===== src/rtl/custom_instr_pkg.sv =====
// custom_instr_pkg: opcode, FSM state, queue entry type and popcount helper shared by the CNTB coprocessor
package custom_instr_pkg;
  localparam logic [6:0] OPCODE_CNTB = 7'b0001011;
  localparam int CNTB_RESULT_WIDTH = 6;
  localparam int XIF_ID_WIDTH = 4;
  typedef enum logic [1:0] {IDLE, COUNT, RESULT} cntb_state_e;
  typedef struct packed {
    logic [XIF_ID_WIDTH-1:0] id;
    logic [31:0] rs1;
    logic [4:0] rd;
    logic committed;
    logic killed;
    logic valid;
  } xif_queue_entry_t;
  function automatic logic [CNTB_RESULT_WIDTH-1:0] popcount32(input logic [31:0] v);
    popcount32 = '0;
    for (int i = 0; i < 32; i++) popcount32 = popcount32 + CNTB_RESULT_WIDTH'(v[i]);
  endfunction
endpackage


===== src/rtl/custom_cntb_unit.sv =====
// custom_cntb_unit: iterative popcount of a 32-bit operand, BITS_PER_CYCLE bits per cycle
module custom_cntb_unit
  import custom_instr_pkg::*;
#(
  parameter int BITS_PER_CYCLE = 8
) (
  input  logic                         clk_i,
  input  logic                         rst_i,
  input  logic                         start_i,
  input  logic [31:0]                  operand_i,
  output logic                         done_o,
  output logic [CNTB_RESULT_WIDTH-1:0] count_o
);
  localparam int ITERS = 32 / BITS_PER_CYCLE;
  localparam int CW = $clog2(ITERS + 1);
  logic [31:0] sr_q, sr_d;
  logic [CNTB_RESULT_WIDTH-1:0] acc_q, acc_d, slice_cnt;
  logic [CW-1:0] iter_q, iter_d;
  logic active;
  always_comb begin
    slice_cnt = '0;
    for (int i = 0; i < BITS_PER_CYCLE; i++) slice_cnt = slice_cnt + CNTB_RESULT_WIDTH'(sr_q[i]);
    active = iter_q != '0;
    sr_d = start_i ? operand_i : active ? sr_q >> BITS_PER_CYCLE : sr_q;
    acc_d = start_i ? '0 : active ? acc_q + slice_cnt : acc_q;
    iter_d = start_i ? CW'(ITERS) : active ? iter_q - 1'b1 : iter_q;
  end
  // done marks the final accumulation cycle, so count_o is complete on the following cycle
  assign done_o = iter_q == CW'(1);
  assign count_o = acc_q;
  always_ff @(posedge clk_i) begin
    if (rst_i) begin
      sr_q <= '0;
      acc_q <= '0;
      iter_q <= '0;
    end else begin
      sr_q <= sr_d;
      acc_q <= acc_d;
      iter_q <= iter_d;
    end
  end
endmodule


===== src/rtl/custom_xif_scheduler.sv =====
// custom_xif_scheduler: XIF issue/commit/result scheduler for CNTB with an in-order queue.
// CUSTOM_XIF_FAST_CNT_EN replaces the iterative COUNT state with a single-cycle popcount.
module custom_xif_scheduler
  import custom_instr_pkg::*;
#(
  parameter int QUEUE_DEPTH    = 4,
  parameter int ID_WIDTH       = XIF_ID_WIDTH,
  parameter int BITS_PER_CYCLE = 8
) (
  input  logic                clk_i,
  input  logic                rst_i,
  input  logic                issue_valid_i,
  input  logic [31:0]         issue_instr_i,
  input  logic [ID_WIDTH-1:0] issue_id_i,
  input  logic [31:0]         issue_rs1_i,
  input  logic                issue_rs_valid_i,
  output logic                issue_ready_o,
  output logic                issue_accept_o,
  output logic                issue_writeback_o,
  input  logic                commit_valid_i,
  input  logic [ID_WIDTH-1:0] commit_id_i,
  input  logic                commit_kill_i,
  output logic                result_valid_o,
  input  logic                result_ready_i,
  output logic [ID_WIDTH-1:0] result_id_o,
  output logic [31:0]         result_data_o,
  output logic [4:0]          result_rd_o,
  output logic                result_we_o,
  output logic                busy_o
);
  localparam int PW = $clog2(QUEUE_DEPTH);
  xif_queue_entry_t q_q [QUEUE_DEPTH];
  xif_queue_entry_t q_d [QUEUE_DEPTH];
  xif_queue_entry_t head, new_entry;
  logic [PW:0] wr_ptr_q, wr_ptr_d, rd_ptr_q, rd_ptr_d;
  cntb_state_e state_q, state_d;
  logic match, full, empty, push, pop, start, head_hit, head_kill, head_commit;
  logic [CNTB_RESULT_WIDTH-1:0] cnt_value;
  assign match = issue_instr_i[6:0] == OPCODE_CNTB;
  assign empty = wr_ptr_q == rd_ptr_q;
  assign full = (wr_ptr_q[PW] != rd_ptr_q[PW]) && (wr_ptr_q[PW-1:0] == rd_ptr_q[PW-1:0]);
  assign issue_ready_o = !full && (!match || issue_rs_valid_i);
  assign issue_accept_o = match;
  assign issue_writeback_o = match;
  assign push = issue_valid_i && issue_ready_o && match;
  assign head = q_q[rd_ptr_q[PW-1:0]];
  // A commit/kill aimed at the head is acted on in the same cycle it arrives
  assign head_hit = commit_valid_i && head.id[ID_WIDTH-1:0] == commit_id_i;
  assign head_kill = head.valid && (head.killed || (head_hit && commit_kill_i));
  assign head_commit = head.valid && !head_kill && (head.committed || (head_hit && !commit_kill_i));
  always_comb begin
    new_entry = '0;
    new_entry.id[ID_WIDTH-1:0] = issue_id_i;
    new_entry.rs1 = issue_rs1_i;
    new_entry.rd = issue_instr_i[11:7];
    new_entry.valid = 1'b1;
    for (int i = 0; i < QUEUE_DEPTH; i++) begin
      q_d[i] = q_q[i];
      if (commit_valid_i && q_q[i].valid && q_q[i].id[ID_WIDTH-1:0] == commit_id_i) begin
        q_d[i].killed = q_q[i].killed | commit_kill_i;
        q_d[i].committed = q_q[i].committed | !commit_kill_i;
      end
    end
    if (pop) q_d[rd_ptr_q[PW-1:0]] = '0;
    if (push) q_d[wr_ptr_q[PW-1:0]] = new_entry;
    rd_ptr_d = rd_ptr_q + (PW+1)'(pop);
    wr_ptr_d = wr_ptr_q + (PW+1)'(push);
  end
`ifdef CUSTOM_XIF_FAST_CNT_EN
  localparam cntb_state_e DISPATCH_STATE = RESULT;
  logic [CNTB_RESULT_WIDTH-1:0] res_q, res_d;
  assign res_d = start ? popcount32(head.rs1) : res_q;
  assign cnt_value = res_q;
  always_ff @(posedge clk_i) begin
    if (rst_i) res_q <= '0;
    else res_q <= res_d;
  end
`else
  localparam cntb_state_e DISPATCH_STATE = COUNT;
  logic cnt_done;
  custom_cntb_unit #(.BITS_PER_CYCLE(BITS_PER_CYCLE)) u_cntb (
    .clk_i     (clk_i),
    .rst_i     (rst_i),
    .start_i   (start),
    .operand_i (head.rs1),
    .done_o    (cnt_done),
    .count_o   (cnt_value)
  );
`endif
  always_comb begin
    state_d = state_q;
    pop = 1'b0;
    start = 1'b0;
    case (state_q)
      IDLE: begin
        pop = head_kill;
        start = head_commit;
        state_d = head_commit ? DISPATCH_STATE : IDLE;
      end
`ifndef CUSTOM_XIF_FAST_CNT_EN
      COUNT: state_d = cnt_done ? RESULT : COUNT;
`endif
      RESULT: begin
        pop = result_ready_i;
        state_d = result_ready_i ? IDLE : RESULT;
      end
      default: state_d = IDLE;
    endcase
  end
  assign result_valid_o = state_q == RESULT;
  assign result_id_o = result_valid_o ? head.id[ID_WIDTH-1:0] : '0;
  assign result_data_o = result_valid_o ? 32'(cnt_value) : '0;
  assign result_rd_o = result_valid_o ? head.rd : '0;
  assign result_we_o = result_valid_o;
  assign busy_o = !empty || state_q != IDLE;
  always_ff @(posedge clk_i) begin
    if (rst_i) begin
      state_q <= IDLE;
      wr_ptr_q <= '0;
      rd_ptr_q <= '0;
      for (int i = 0; i < QUEUE_DEPTH; i++) q_q[i] <= '0;
    end else begin
      state_q <= state_d;
      wr_ptr_q <= wr_ptr_d;
      rd_ptr_q <= rd_ptr_d;
      q_q <= q_d;
    end
  end
  // Commit must trail issue, and the dispatched head may not be killed
  assert property (@(posedge clk_i) disable iff (rst_i)
    !(push && commit_valid_i && commit_id_i == issue_id_i));
  assert property (@(posedge clk_i) disable iff (rst_i)
    !(commit_valid_i && commit_kill_i && state_q != IDLE && commit_id_i == head.id[ID_WIDTH-1:0]));
endmodule


===== config.mk =====
export PLATFORM = sky130hd
export DESIGN_NAME = custom_xif_scheduler
export DESIGN_NICKNAME = d
export VERILOG_FILES = /design/src/rtl/custom_instr_pkg.sv /design/src/rtl/custom_cntb_unit.sv /design/src/rtl/custom_xif_scheduler.sv
export SDC_FILE = /design/constraint.sdc
export NUM_CORES = 1
export LEC_CHECK = 0
export ABC_CLOCK_PERIOD_IN_PS = 4700
export BUFFER_PORTS_ARGS = -buffer_cell sky130_fd_sc_hd__buf_4
export CELL_PAD_IN_SITES_DETAIL_PLACEMENT = 0
export CELL_PAD_IN_SITES_GLOBAL_PLACEMENT = 1
export CORE_UTILIZATION = 50
export CTS_BUF_LIST = sky130_fd_sc_hd__clkbuf_4
export CTS_CLUSTER_SIZE = 30
export DETAILED_ROUTE_END_ITERATION = 7
export PLACE_DENSITY = 0.86
export SETUP_SLACK_MARGIN = 0.4
export SLEW_MARGIN = 20
export SYNTH_ARGS = -nofsm -noshare
export SYNTH_HDL_FRONTEND = slang
export SYNTH_HIERARCHICAL = 1
export SYNTH_SLANG_ARGS = --single-unit

===== constraint.sdc =====
create_clock -name clk_i -period 4.7 [get_ports clk_i]
set_clock_uncertainty 0.2 [all_clocks]
set_input_delay 0.47 -clock clk_i [delete_from_list [all_inputs] [get_ports clk_i]]
set_output_delay 0.47 -clock clk_i [all_outputs]
set_load 0.01 [all_outputs]

Word level (Yosys, flattened, before mapping)
Cells that the tools add are included.
- $lt $le $gt $ge: 4
- reductions and logical operators: 34
- eq/ne operators: 12
- bitwise operators: 12
- muxes and demuxes: 27
- $add $sub $neg: 11
- operator list (operator ; count):
    $mux 176 ; 2
    $and 176x176->176 ; 1
    $bwmux 176 ; 1
    $demux 44 s2 ; 2
    $mux 44 ; 4
    $not 176->176 ; 1
    $bmux 44 s2 ; 1
    $mux 32 ; 2
    $add 6x1->6 ; 6
    $eq 4x4->1 ; 5
    $logic_and 1x1->1 ; 20
    $mux 2 ; 6
    $or 1x1->1 ; 8
    $eq 7x4->1 const B ; 1
    $add 3x1->3 ; 2
    $add 6x6->6 ; 1
    $ge 3x3->1 const B ; 2
    $lt 3x1->1 const B ; 2
    $mux 3 ; 2
    $mux 6 ; 1
    $not 2->3 ; 2
    $pmux 2 s3 ; 1
    $logic_not 1->1 ; 5
    $mux 5 ; 1
    16 further kinds ; 21
- output and inout port bits: 47
- flip-flop bits (word level): 225
- bits of input ports: 79

Longest topological paths before layout
Gate-level depths: netlist (run 1).
- depth in word-level cells: 14
- depth in mapped cells: 12
- depth with buffers taken out: 11

Hierarchy
Netlist (run 1), hierarchy kept.
- modules (own cells, without submodules) (module ; instances ; cells an instance ; area each (um^2) ; sequential area each (um^2)):
    custom_xif_scheduler ; 1 ; 839 ; 8579.5 ; 3683.5
    custom_cntb_unit ; 1 ; 274 ; 2147.1 ; 820.8

Least setup slack after synthesis (run 1)
OpenSTA, ideal clock, no wires.
- path type: reg-to-reg
- start point: register u_cntb.acc_q[0], in the netlist u_cntb/count_o[0]
- end point: register u_cntb.acc_q[4], in the netlist u_cntb/count_o[4]
- path buffers: 0
- data required time: 4.383 ns
- library setup time: 0.117 ns
- setup slack: 1.512 ns
- cell stages (with the launch flop): 12
- arrival time: 2.871 ns
- path through: dfxtp_1 -> fa_1 -> inv_1 -> fa_1 -> fa_1 -> fa_1 -> inv_1 -> fa_1 -> a211oi_1 -> nor3_1 -> xnor2_1 -> nor2_1
- word-level cells in the longest chain between the ends: 1
- RTL lines (what ; RTL line ; text):
    from (decl) ; custom_cntb_unit.sv:17 ; logic [CNTB_RESULT_WIDTH-1:0] acc_q, acc_d, slice_cnt;
    from (signal assigned) ; custom_cntb_unit.sv:34 ; acc_q <= '0;
    from (signal assigned) ; custom_cntb_unit.sv:38 ; acc_q <= acc_d;
    $add 6x6->6 ; custom_cntb_unit.sv:25 ; acc_d = start_i ? '0 : active ? acc_q + slice_cnt : acc_q;
Every way passes these cells.
A chain may end at the register's enable or synchronous reset.

Final worst setup path (run 1)
- start point: register rd_ptr_q[0]
- end point: output result_rd_o[0]
- word-level cells in the longest chain between the ends: 5
- RTL lines (what ; RTL line ; text):
    from (decl) ; custom_xif_scheduler.sv:35 ; logic [PW:0] wr_ptr_q, wr_ptr_d, rd_ptr_q, rd_ptr_d;
    from (signal assigned) ; custom_xif_scheduler.sv:125 ; rd_ptr_q <= rd_ptr_d;
    $not 2->3 (implied by the code) ; custom_xif_scheduler.sv:46 ; assign head = q_q[rd_ptr_q[PW-1:0]];
    $bmux 44 s2 ; custom_xif_scheduler.sv:46 ;
    $mux 44 (implied by the code) (2 in a row) ; custom_xif_scheduler.sv:46 ;
    $mux 5 ; custom_xif_scheduler.sv:113 ; assign result_rd_o = result_valid_o ? head.rd : '0;
    to (decl) ; custom_xif_scheduler.sv:27 ; output logic [4:0] result_rd_o,
Every way passes these cells. The select of a mux whose other input is x is not followed.

==> metrics.txt, run 1 <==
H-tree lvl count=2; # Post-CTS Setup Buffers=0; kind of critical path=register to output pin; hold_ws=0.0368 ns; vias per std cell=5.52; met1 Resource Use GR=0.326; CTS clock-pin slew for the worst setup and hold paths=0.07 ns; Mean Syn Cell Area=9.64 um2; cell row count=53; crit path time final=3.50 ns; Placer Congestion=0.802; area of all placed cells without fillers=12400 um2; worst hold path class=primary input to register; main combinational cell family by area after synthesis=compound AO/OA/AOI/OAI gates; horizontal extent of the die=148 um; post-synthesis cell count=1113; Max IR drop VDD=0.213 mV; final worst path period share=0.746; simple-gate area share of the yosys netlist=0.169; number of enable flip-flop cells after synthesis=0; power density over cell area=331 nW/um2; arrival time of the worst setup path=2.83 ns; met2 Use GR=0.382; Max-cap violations=0; filler instances=1866; HPWL after DPL=14.8 mm; slew at the pin with the worst max-slew slack=1.02 ns; Crit path required time=4.03 ns; final-report setup violation count=0; ys async rst share=0; Synth top area share=0.420; remaining global-route overflow=0; count of clock tree sinks=225; count of synthesis-stage warnings from yosys=6; share of final-layout standard cells stronger than drive strength 1=0.240; status=completed; die area=22000 um2; Critical Path Fanout Max=45; total routed wirelength=25.5 mm; Cell variety after synth=54; clock tree from TritonCTS=yes; Fmax achieved=285 MHz; leakage power=4.82 nW; detailed-route via count=8417; Starting Density=0.510; number of global-route vias before repair=8141; Root Buffer Master=clkbuf_4; main flop type after synthesis=dfxtp_1; number of hold violations in the final report=0; unrepaired setup endpoints after global routing=no; fraction of the mapped netlist area in adder cells=0.0245; antenna violations before repair=2; met3 Usage GRT=0.0411; vertical extent of the die=148 um; most congested layer reported by global routing=met2; worst rel slew slack=0.318; largest cells by area after synthesis=dfxtp_1 (42%), mux4_2 (9.0%), a31o_1 (9.0%); Syn-to-layout area delta=15.3%; proportion of synthesized area in mux cells=0.0949; Max clock buf depth=3; number of top-level pins=126; 1st-iter DRT viols=514; layout net count=1303; number of I/O port buffers=79; flops & latches, synth=225; Seq/Total Area, Yosys=0.420; global routing usage summed across all routing layers=0.238; maximum number of pins on one net before global-route repair=86; post-placement cell area=11200 um2; leading area contributor after synthesis=dfxtp_1; area of the core region=21000 um2; drt drc=0; Sum Neg Setup Slack=0 ns; Worst Setup Start Kind=register; wire length of the first global-routing pass=41.7 mm; number of buffers created by CTS=59; total count of max-transition violations in the final report=0; kind of end point of the critical path=output pin; Detailed Routing Iterations Pass 1=4; netlist area before placement=10700 um2; complex-gate fraction of the synthesized area=0.200; post-cts repair resize count=0; clock insertion delay at the later pin of the skew report=0.68 ns; post-synthesis share of cell area spent on xor and xnor gates=0.0171; post-route antenna net violation count=0; average wire length per cell after detail routing=16.8 um
-- registers in the layout, summed over array words and instances, names as in the netlist --
name and flops:
u_cntb/sr_q 32, state_q 2, wr_ptr_q 3, u_cntb/iter_q 3, rd_ptr_q 3, q_q 176, u_cntb/count_o 6
-- synth_stat cells (2+ instances only) --
library cell and instances:
dfxtp_1 225, nor2_1 187, a31o_1 110, nand2_1 90, clkbuf_1 59, a31o_2 58
nand2b_1 45, mux4_2 43, a21oi_1 39, buf_4 32, a21o_1 24, inv_1 19
buf_6 16, and2_1 15, buf_2 15, ha_1 13, xnor2_1 13, and3_1 10
nand3b_1 10, xor2_1 8, nor2b_1 7, nor3_1 7, fa_1 5, mux2i_1 5
nor3b_1 5, a211oi_1 4, a311oi_2 4, o211a_1 4, o2bb2ai_1 4, buf_1 3
nand3_1 3, o21ai_0 3, or4b_1 3, a222oi_1 2, nand4b_1 2, o21bai_1 2
o22ai_1 2
-- cells by family (layout without fill, tap and decap cells) --
logic type                 Yosys count  after routing
and+or+nand+nor                    393            393
muxes                               48             48
other                                1             28
AOI/OAI and AO/OA                  262            262
xor gates and xnor gates            21             21
DFF                                225            225
adders and majority gates           18             18
buffers and inverters              145            254
-- cells in the final DEF (no fill, tap or decap), drive strengths merged, types with 24 or more instances in the layout --
cell type / count
nand2: 90
buf: 95
dfxtp: 225
a21o: 24
conb: 26
dlygate4sd3: 37
clkbuf: 82
a21oi: 39
nor2: 187
mux4: 43
nand2b: 45
a31o: 168
-- cell type report --
class,instances,area (um2),share of cell area
flip-flops and latches,225,4510,0.365
well taps,275,344,0.0278
clock buffers,82,616,0.0498
clock inverters,20,129,0.0104
inverters,20,75.1,0.00607
repair buffers,132,1100,0.0886
diodes,2,5.00,0.000405
multi-input cells,768,5590,0.452
-- through the flow --
step	worst slack [ns]	utilization	total power [W]	std cells
floorplan	1.51	-	0.00234	1138
CTS	1.12	0.588	0.00413	1522
finish	1.20	0.588	0.00409	1524
global placement	1.27	0.535	0.00241	1383
detailed placement	1.23	0.535	0.00241	1383
global route	0.996	0.588	0.00428	1524
-- timing repair --
| item | in CTS | in global routing |
|---|---|---|
| hold buffers | 37 | 0 |
| hold endpoints to repair | 129 | 0 |
| setup endpoints to repair | 0 | 0 |
-- final timing paths --
path / start / end / slack, ns / cells past startpoint
worst max-delay path: rd_ptr_q[0]$_SDFF_PP0_ / result_rd_o[0] / 1.20 / 4
worst min-delay path: issue_rs1_i[4] / q_q[56]$_SDFF_PP0_ / 0.04 / 4
worst max register to register: rd_ptr_q[1]$_SDFF_PP0_ / u_cntb/count_o[5]$_SDFFE_PP0P_ / 1.22 / 10
worst min register to register: q_q[83]$_SDFF_PP0_ / q_q[83]$_SDFF_PP0_ / 0.27 / 1
-- power by group --
group	switching [W]	internal [W]	total, W
registers	0.0000189	0.00193	0.00195
logic	0.000302	0.000145	0.000447
clock network	0.000791	0.000908	0.00170
-- metal layers --
layer | wire (um) | part of all wire
met5 | 0 | 0
met4 | 394 | 0.015
met3 | 1070 | 0.042
met2 | 12000 | 0.47
met1 | 12000 | 0.47
-- critical path: stages, from the launching register on --
cell     delay (ns)
dfxtp_4        0.48
buf_4          0.74
mux4_2         0.62
and2_1         0.18
buf_4          0.14
Note: power is estimated with default switching activity, not from simulation.
==> inputs of run 2 (changes only) <==
--- a/config.mk
+++ b/config.mk
@@ -5,15 +5,16 @@
 export SDC_FILE = /design/constraint.sdc
 export NUM_CORES = 1
 export LEC_CHECK = 0
-export ABC_CLOCK_PERIOD_IN_PS = 4700
+export ABC_AREA = 1
+export ABC_CLOCK_PERIOD_IN_PS = 3400
 export BUFFER_PORTS_ARGS = -buffer_cell sky130_fd_sc_hd__buf_4
 export CELL_PAD_IN_SITES_DETAIL_PLACEMENT = 0
 export CELL_PAD_IN_SITES_GLOBAL_PLACEMENT = 1
-export CORE_UTILIZATION = 50
+export CORE_UTILIZATION = 44
 export CTS_BUF_LIST = sky130_fd_sc_hd__clkbuf_4
 export CTS_CLUSTER_SIZE = 30
 export DETAILED_ROUTE_END_ITERATION = 7
-export PLACE_DENSITY = 0.86
+export PLACE_DENSITY = 0.81
 export SETUP_SLACK_MARGIN = 0.4
 export SLEW_MARGIN = 20
 export SYNTH_ARGS = -nofsm -noshare
==> constraint.sdc (replaced) <==
create_clock -name clk_i -period 3.4 [get_ports clk_i]
set_clock_uncertainty 0.2 [all_clocks]
set_input_delay 0.34 -clock clk_i [delete_from_list [all_inputs] [get_ports clk_i]]
set_output_delay 0.34 -clock clk_i [all_outputs]
set_load 0.01 [all_outputs]
==> run 2 against run 1 <==
First-iteration DRC count is 35% higher. Design area is 1.1% higher. Sequential share of layout area is 0.40 points lower. Setup slack worse by 0.96 ns. Final cell count is 23% higher. Clock power is 42% higher. Global-route usage is 1.0 points higher. Non-clock buffer count is 36 higher. Core utilization is 4.3 points lower. Routed wire length is 16% higher. Worst hold slack better by 0.046 ns. Largest power group unchanged.
==> metrics.txt, run 2 <==
count of clock tree sinks=225 (unchanged); Crit path required time=3.75 ns (was 4.03 ns); post-placement cell area=11100 um2 (was 11200 um2); Starting Density=0.454 (was 0.510); non-filler cells, final=1878 (was 1524); met2 routed wirelength=13.6 mm (was 12.0 mm); worst hold path class=primary input to register (unchanged); layout net count=1614 (was 1303); kind of critical path=register to register (was register to output pin); worst setup slack for register-to-register paths=0.24 ns (was 1.22 ns); largest cells by area after synthesis=dfxtp_1 (43%), nand2_1 (10%), nand3_1 (8.6%) (was dfxtp_1 (42%), mux4_2 (9.0%), a31o_1 (9.0%)); final worst path period share=0.930; top metal layer carrying routed signals=met4 (unchanged); Syn-to-layout area delta=20.3% (was 15.3%); capture endpoint of the worst hold path=q_q[2]$_SDFF_PP0_ (was q_q[56]$_SDFF_PP0_); Root Buffer Master=clkbuf_4 (unchanged); endpoint of the lowest-slack register-to-register path=u_cntb/count_o[1]$_SDFFE_PP0P_ (was u_cntb/count_o[5]$_SDFFE_PP0P_); netlist area before placement=10400 um2 (was 10700 um2); Critical Path Fanout Max=2 (was 45); final-report setup violation count=0 (unchanged); Fmax achieved=316 MHz; power density over cell area=463 nW/um2 (was 331 nW/um2); routed metal-1 wire length=14.1 mm (was 12.0 mm); drt drc=0 (unchanged); worst rel slew slack=0.600 (was 0.318); vertical extent of the die=156 um (was 148 um); flops & latches, synth=225 (unchanged); filler instances=2318 (was 1866); Cell variety after synth=41 (was 54); leakage power=5.52 nW (was 4.82 nW); WL met3=1.40 mm (was 1.07 mm); most frequent standard cell in the layout excluding fill and tap cells=nand2_1 (was dfxtp_1); arrival time of the worst setup path=3.51 ns (was 2.83 ns); Max-cap violations=0 (unchanged); status=completed (unchanged); vias per std cell=5.15 (was 5.52); Worst Min Path Start=commit_id_i[2] (was issue_rs1_i[4]); kind of end point of the critical path=register (was output pin); share of final-layout standard cells stronger than drive strength 1=0.182 (was 0.240); most used cells in the layout excluding fill and tap cells=nand2_1 (282), dfxtp_1 (222), nand3_1 (177) (was dfxtp_1 (223), nor2_1 (187), a31o_1 (110)); Synth top area share=0.433 (was 0.420); worst hold path stage count=7 (was 4); Seq/Total Area, Yosys=0.433 (was 0.420); post-route antenna net violation count=0 (unchanged); depth of the worst register-to-register path=9 (was 10); ys async rst share=0 (unchanged); global routing usage summed across all routing layers=0.248 (was 0.238); most used cell, CP=fa_1 (was buf_4); horizontal extent of the die=156 um (was 148 um); maximum number of pins on one net before global-route repair=49 (was 86); number of enable flip-flop cells after synthesis=0 (unchanged); HPWL after DPL=18.4 mm (was 14.8 mm); Sum Neg Setup Slack=0 ns (unchanged); post-synthesis cell count=1374 (was 1113); CTS clock-pin slew for the worst setup and hold paths=0.07 ns (about the same); clock insertion delay at the later pin of the skew report=0.69 ns (was 0.68 ns); clock tree from TritonCTS=yes (unchanged); area of all placed cells without fillers=12500 um2 (was 12400 um2); number of hold violations in the final report=0 (unchanged); Max IR drop VDD=0.259 mV (was 0.213 mV); Max clock buf depth=3 (unchanged); leading area contributor after synthesis=dfxtp_1 (unchanged); startpoint of the worst register-to-register path=u_cntb/count_o[0]$_SDFFE_PP0P_ (was rd_ptr_q[1]$_SDFF_PP0_); Mean Syn Cell Area=7.57 um2 (was 9.64 um2); H-tree lvl count=2 (unchanged); top cells by instance count after synthesis=nand2_1 (283), dfxtp_1 (225), nand3_1 (178), inv_1 (156), o21ai_0 (59) (was dfxtp_1 (225), nor2_1 (187), a31o_1 (110), nand2_1 (90), clkbuf_1 (59)); number of buffers created by CTS=61 (was 59); die area=24200 um2 (was 22000 um2); remaining global-route overflow=0 (unchanged); flip-flop count of the largest register, all copies and words added=176 (unchanged); cell row count=55 (was 53); slew at the pin with the worst max-slew slack=0.600 ns (was 1.02 ns); number of top-level pins=126 (unchanged); wire length of the first global-routing pass=47.8 mm (was 41.7 mm); detailed-route via count=9678 (was 8417); Worst Setup Start Kind=register (unchanged); area of the core region=22900 um2 (was 21000 um2); number of global-route vias before repair=9171 (was 8141); count of synthesis-stage warnings from yosys=6 (unchanged); antenna violations before repair=1 (was 2); crit path cell chain=fa_1 > inv_1 > fa_1 > fa_1 > fa_2 > inv_2 > fa_2 > o21ai_1 > nor2_1 (was buf_4 > mux4_2 > and2_1 > buf_4); unrepaired setup endpoints after global routing=yes (was no); main flop type after synthesis=dfxtp_1 (unchanged); register with the highest flop count=q_q (unchanged); total count of max-transition violations in the final report=0 (unchanged); crit path max-delay cell type=fa_1 (was buf_4); Detailed Routing Iterations Pass 1=5 (was 4); 1st-iter DRT viols=695 (was 514); most numerous cell in the Yosys netlist=nand2_1 (was dfxtp_1); cell count after placement=1709 (was 1383); average wire length per cell after detail routing=15.8 um (was 16.8 um); crit path time final=3.16 ns; Placer Congestion=0.826 (was 0.802); total routed wirelength=29.7 mm (was 25.5 mm); critical path's largest stage delay=0.52 ns (was 0.74 ns); number of I/O port buffers=79 (unchanged)
run 2: metrics by stage:
stage / worst slack [ns] / hold WS (ns) / total power (W) / util
2_1_floorplan: 0.286 / 0.209 / 0.00330 / -
3_3_place_gp: 0.154 / 0.246 / 0.00337 / 0.484
3_5_place_dp: 0.119 / 0.252 / 0.00337 / 0.484
4_1_cts: 0.221 / 0.0256 / 0.00584 / 0.544
5_1_grt: 0.157 / 0.102 / 0.00606 / 0.546
6_report: 0.238 / 0.0827 / 0.00579 / 0.546
run 2: worst max path at each step:
stage | slack [ns] | endpoint | cells past startpoint | start
2_1_floorplan | 0.29 | u_cntb/count_o[4]$_SDFFE_PP0P_ | 11 | u_cntb/count_o[0]$_SDFFE_PP0P_
3_3_place_gp | 0.15 | u_cntb/count_o[4]$_SDFFE_PP0P_ | 11 | u_cntb/count_o[0]$_SDFFE_PP0P_
3_5_place_dp | 0.12 | u_cntb/count_o[4]$_SDFFE_PP0P_ | 12 | u_cntb/count_o[0]$_SDFFE_PP0P_
4_1_cts | 0.22 | u_cntb/count_o[4]$_SDFFE_PP0P_ | 11 | u_cntb/count_o[0]$_SDFFE_PP0P_
5_1_grt | 0.16 | u_cntb/count_o[4]$_SDFFE_PP0P_ | 11 | u_cntb/count_o[0]$_SDFFE_PP0P_
6_report | 0.24 | u_cntb/count_o[1]$_SDFFE_PP0P_ | 9 | u_cntb/count_o[0]$_SDFFE_PP0P_
run 2: final cells by class:
type / instances / area, um2 / share of cell area
Clock inverter: 11 / 46.3 / 0.00370
Tap cell: 313 / 392 / 0.0313
Inverter: 169 / 644 / 0.0515
Sequential cell: 225 / 4510 / 0.361
Clock buffer: 99 / 743 / 0.0594
Antenna cell: 1 / 2.50 / 0.000200
Timing Repair inverter: 1 / 7.51 / 0.000600
Timing Repair Buffer: 168 / 1440 / 0.115
Multi-Input combinational cell: 891 / 4720 / 0.377
run 2: logic make-up after synthesis:
logic type	count (synthesis)	share of synthesized area
buffers and inverters	283	0.126
DFF	225	0.433
other	1	0.000361
and+or+nand+nor	552	0.241
adders and majority gates	18	0.0253
xor gates and xnor gates	9	0.00758
AOI/OAI and AO/OA	286	0.167
run 2: routing by layer:
metal,vias up,track usage
met2,278,0.402
met4,0,0.0924
met1,4510,0.338
met5,-,0
li1,4838,-
met3,52,0.0333
run 2: power by group:
part | switching [W] | internal, W | leakage [nW]
clock | 0.00111 | 0.00131 | 0.479
sequential | 0.0000259 | 0.00267 | 1.81
combinational | 0.000460 | 0.000218 | 3.23
total | 0.00159 | 0.00419 | 5.52
run 2: worst max-delay path, delay by kind of cell, from the launching register on:
kind | cells | cell delay [ns]
simple gates | 1 | 0.05
flops | 1 | 0.33
fa+ha+maj | 5 | 2.21
compound gates | 1 | 0.14
buf+inv | 2 | 0.12
run 2: repair_timing:
action	in CTS	in global routing
setup endpoints to repair	10	43
gates resized for setup	10	12
hold buffers	55	0
pin swaps	5	1
hold endpoints to repair	174	0
buffers inserted	2	0
gates cloned	0	1
==> inputs of run 3 (changes only) <==
--- a/config.mk
+++ b/config.mk
@@ -14,7 +14,7 @@
 export CTS_BUF_LIST = sky130_fd_sc_hd__clkbuf_4
 export CTS_CLUSTER_SIZE = 30
 export DETAILED_ROUTE_END_ITERATION = 7
-export PLACE_DENSITY = 0.81
+export PLACE_DENSITY_LB_ADDON = 0.05
 export SETUP_SLACK_MARGIN = 0.4
 export SLEW_MARGIN = 20
 export SYNTH_ARGS = -nofsm -noshare
==> run 3 against run 2 <==
First-iteration DRC count is 3.6% higher. Count of clock-buffer cells in the layout is 4 lower. Routed wire length is 3.5% higher. Die area stayed put. Critical path depth is 2 higher. Final cell count is 0.48% lower. Sequential cell count stayed put. Fmax is 1.7% lower.
==> metrics.txt, run 3 (synthesis gave the netlist of run 2 again) <==
status=completed (unchanged); Syn-to-layout area delta=19.5% (was 20.3%); most frequent standard cell in the layout excluding fill and tap cells=nand2_1 (unchanged); hold_ws=0.0654 ns (was 0.0827 ns); HPWL after DPL=19.5 mm (was 18.4 mm); internal power summed over all cells=0.00415 W (was 0.00419 W); Worst Min Path Start=commit_id_i[3] (was commit_id_i[2]); crit path time final=3.22 ns (was 3.16 ns); switching portion of total power=0.277 (was 0.275); vias per std cell=5.18 (was 5.15); most used cells in the layout excluding fill and tap cells=nand2_1 (282), dfxtp_1 (222), nand3_1 (177) (unchanged); Post-Place Worst Slack=0.0885 ns (was 0.119 ns); register share of total power=0.470 (was 0.466); area of the core region=22900 um2 (unchanged); worst hold path stage count=6 (was 7); cell count after placement=1716 (was 1709); power density over cell area=462 nW/um2 (was 463 nW/um2); Starting Density=0.454 (unchanged); number of top-level pins=126 (unchanged); share of power burned in combinational logic=0.118 (was 0.117); Max IR drop VDD=0.219 mV (was 0.259 mV); number of buffers created by CTS=66 (was 61); Max-cap violations=0 (unchanged); CTS clock-pin slew for the worst setup and hold paths=0.06 ns (was 0.07 ns); core occupancy in the finished layout=0.542 (was 0.546); non-filler cells, final=1869 (was 1878); Placer Congestion=0.793 (was 0.826); number of hold violations in the final report=0 (unchanged); total count of max-transition violations in the final report=0 (unchanged); worst rel slew slack=0.591 (was 0.600); Crit path required time=3.73 ns (was 3.75 ns); wire length of the first global-routing pass=49.3 mm (was 47.8 mm); leakage power=5.52 nW (about the same); unrepaired setup endpoints after global routing=yes (unchanged); Detailed Routing Iterations Pass 1=6 (was 5); flip-flop count of the largest register, all copies and words added=176 (unchanged); Worst Setup Start Kind=register (unchanged); capture endpoint of the worst hold path=q_q[1]$_SDFF_PP0_ (was q_q[2]$_SDFF_PP0_); 1st-iter DRT viols=720 (was 695); final worst path period share=0.946 (was 0.930); vertical extent of the die=156 um (unchanged); share of final-layout standard cells stronger than drive strength 1=0.181 (was 0.182); endpoint of the lowest-slack register-to-register path=u_cntb/count_o[4]$_SDFFE_PP0P_ (was u_cntb/count_o[1]$_SDFFE_PP0P_); fin worst setup slack=0.183 ns (was 0.238 ns); register with the highest flop count=q_q (unchanged); Root Buffer Master=clkbuf_4 (unchanged); average wire length per cell after detail routing=16.4 um (was 15.8 um); H-tree lvl count=3 (was 2); most used cell, CP=fa_1 (unchanged); clock insertion delay at the later pin of the skew report=0.65 ns (was 0.69 ns); Max clock buf depth=3 (unchanged); drt drc=0 (unchanged); total routed wirelength=30.7 mm (was 29.7 mm); number of I/O port buffers=79 (unchanged); cell row count=55 (unchanged); worst setup slack for register-to-register paths=0.18 ns (was 0.24 ns); kind of critical path=register to register (unchanged); filler instances=2297 (was 2318); count of clock tree sinks=225 (unchanged); arrival time of the worst setup path=3.54 ns (was 3.51 ns); global routing usage summed across all routing layers=0.261 (was 0.248); part of the total power dissipated in the clock network=0.412 (was 0.417); power dissipated by switching net loads=0.00159 W (about the same); kind of end point of the critical path=register (unchanged); crit path cell chain=fa_1 > inv_1 > fa_1 > fa_1 > fa_2 > inv_2 > fa_2 > a21oi_2 > o21ai_2 > a21oi_1 > nor2_1 (was fa_1 > inv_1 > fa_1 > fa_1 > fa_2 > inv_2 > fa_2 > o21ai_1 > nor2_1); Critical Path Fanout Max=2 (unchanged); slew at the pin with the worst max-slew slack=0.612 ns (was 0.600 ns); layout net count=1615 (was 1614); Sum Neg Setup Slack=0 ns (unchanged); critical path's largest stage delay=0.53 ns (was 0.52 ns); detailed-route via count=9677 (was 9678); horizontal extent of the die=156 um (unchanged); antenna violations before repair=1 (unchanged); die area=24200 um2 (unchanged); remaining global-route overflow=0 (unchanged); number of global-route vias before repair=9327 (was 9171); crit path max-delay cell type=fa_1 (unchanged); Fmax achieved=311 MHz (was 316 MHz); startpoint of the worst register-to-register path=u_cntb/count_o[0]$_SDFFE_PP0P_ (unchanged); worst hold path class=primary input to register (unchanged); post-route antenna net violation count=0 (unchanged); depth of the worst register-to-register path=11 (was 9); clock tree from TritonCTS=yes (unchanged); maximum number of pins on one net before global-route repair=49 (unchanged); final-report setup violation count=0 (unchanged)
-- run 3: through the flow --
stage	power (W)	area (um2)
final	0.00574	12400
after global routing	0.00605	12400
after CTS	0.00582	12400
after detailed placement	0.00338	11200
after global placement	0.00338	11200
after floorplan	0.00330	10500
-- run 3: worst max path at each step --
stage,start,depth (start not counted),end
6_report,u_cntb/count_o[0]$_SDFFE_PP0P_,11,u_cntb/count_o[4]$_SDFFE_PP0P_
3_3_place_gp,u_cntb/count_o[0]$_SDFFE_PP0P_,12,u_cntb/count_o[4]$_SDFFE_PP0P_
2_1_floorplan,u_cntb/count_o[0]$_SDFFE_PP0P_,11,u_cntb/count_o[4]$_SDFFE_PP0P_
5_1_grt,u_cntb/count_o[0]$_SDFFE_PP0P_,11,u_cntb/count_o[4]$_SDFFE_PP0P_
4_1_cts,u_cntb/count_o[0]$_SDFFE_PP0P_,11,u_cntb/count_o[4]$_SDFFE_PP0P_
3_5_place_dp,u_cntb/count_o[0]$_SDFFE_PP0P_,11,u_cntb/count_o[4]$_SDFFE_PP0P_
-- run 3: power by group through the flow --
stage	logic, W	registers [W]	clock network (W)
after floorplan	0.000555	0.00275	0
after global placement	0.000621	0.00276	0
after detailed placement	0.000625	0.00276	0
after CTS	0.000678	0.00270	0.00245
after global routing	0.000751	0.00270	0.00259
final	0.000679	0.00270	0.00237
-- run 3: layer usage --
layer | track usage | vias to the layer above | routed length [um]
met5 | 0 | - | 0
met2 | 0.415 | 257 | 13600
met4 | 0.0831 | 0 | 507
li1 | - | 4854 | -
met3 | 0.0408 | 38 | 1560
met1 | 0.360 | 4528 | 15100
-- run 3: layout make-up --
type                            instances  area [um2]  area share
Tap cell                              313         392      0.0315
Antenna cell                            2        5.00    0.000403
Timing Repair Buffer                  165        1410       0.114
Clock buffer                           95         713      0.0574
Clock inverter                          9        33.8     0.00272
Inverter                              169         638      0.0514
Multi-Input combinational cell        891        4720       0.380
Sequential cell                       225        4510       0.363
-- run 3: timing repair --
action,CTS,global route
endpoints found under the hold margin,173,0
resized for setup,9,4
endpoints found under the setup margin,10,10
gates cloned,0,0
pin swaps,3,0
hold buffers,45,0
setup buffers,2,0
-- run 3: worst max-delay path: cells and delay by family, from the launching register on --
kind | cells | cell delay, ns
adders and majority gates | 5 | 2.06
and+or+nand+nor | 1 | 0.06
DFF | 1 | 0.33
buffers and inverters | 2 | 0.09
AOI/OAI and AO/OA | 3 | 0.36
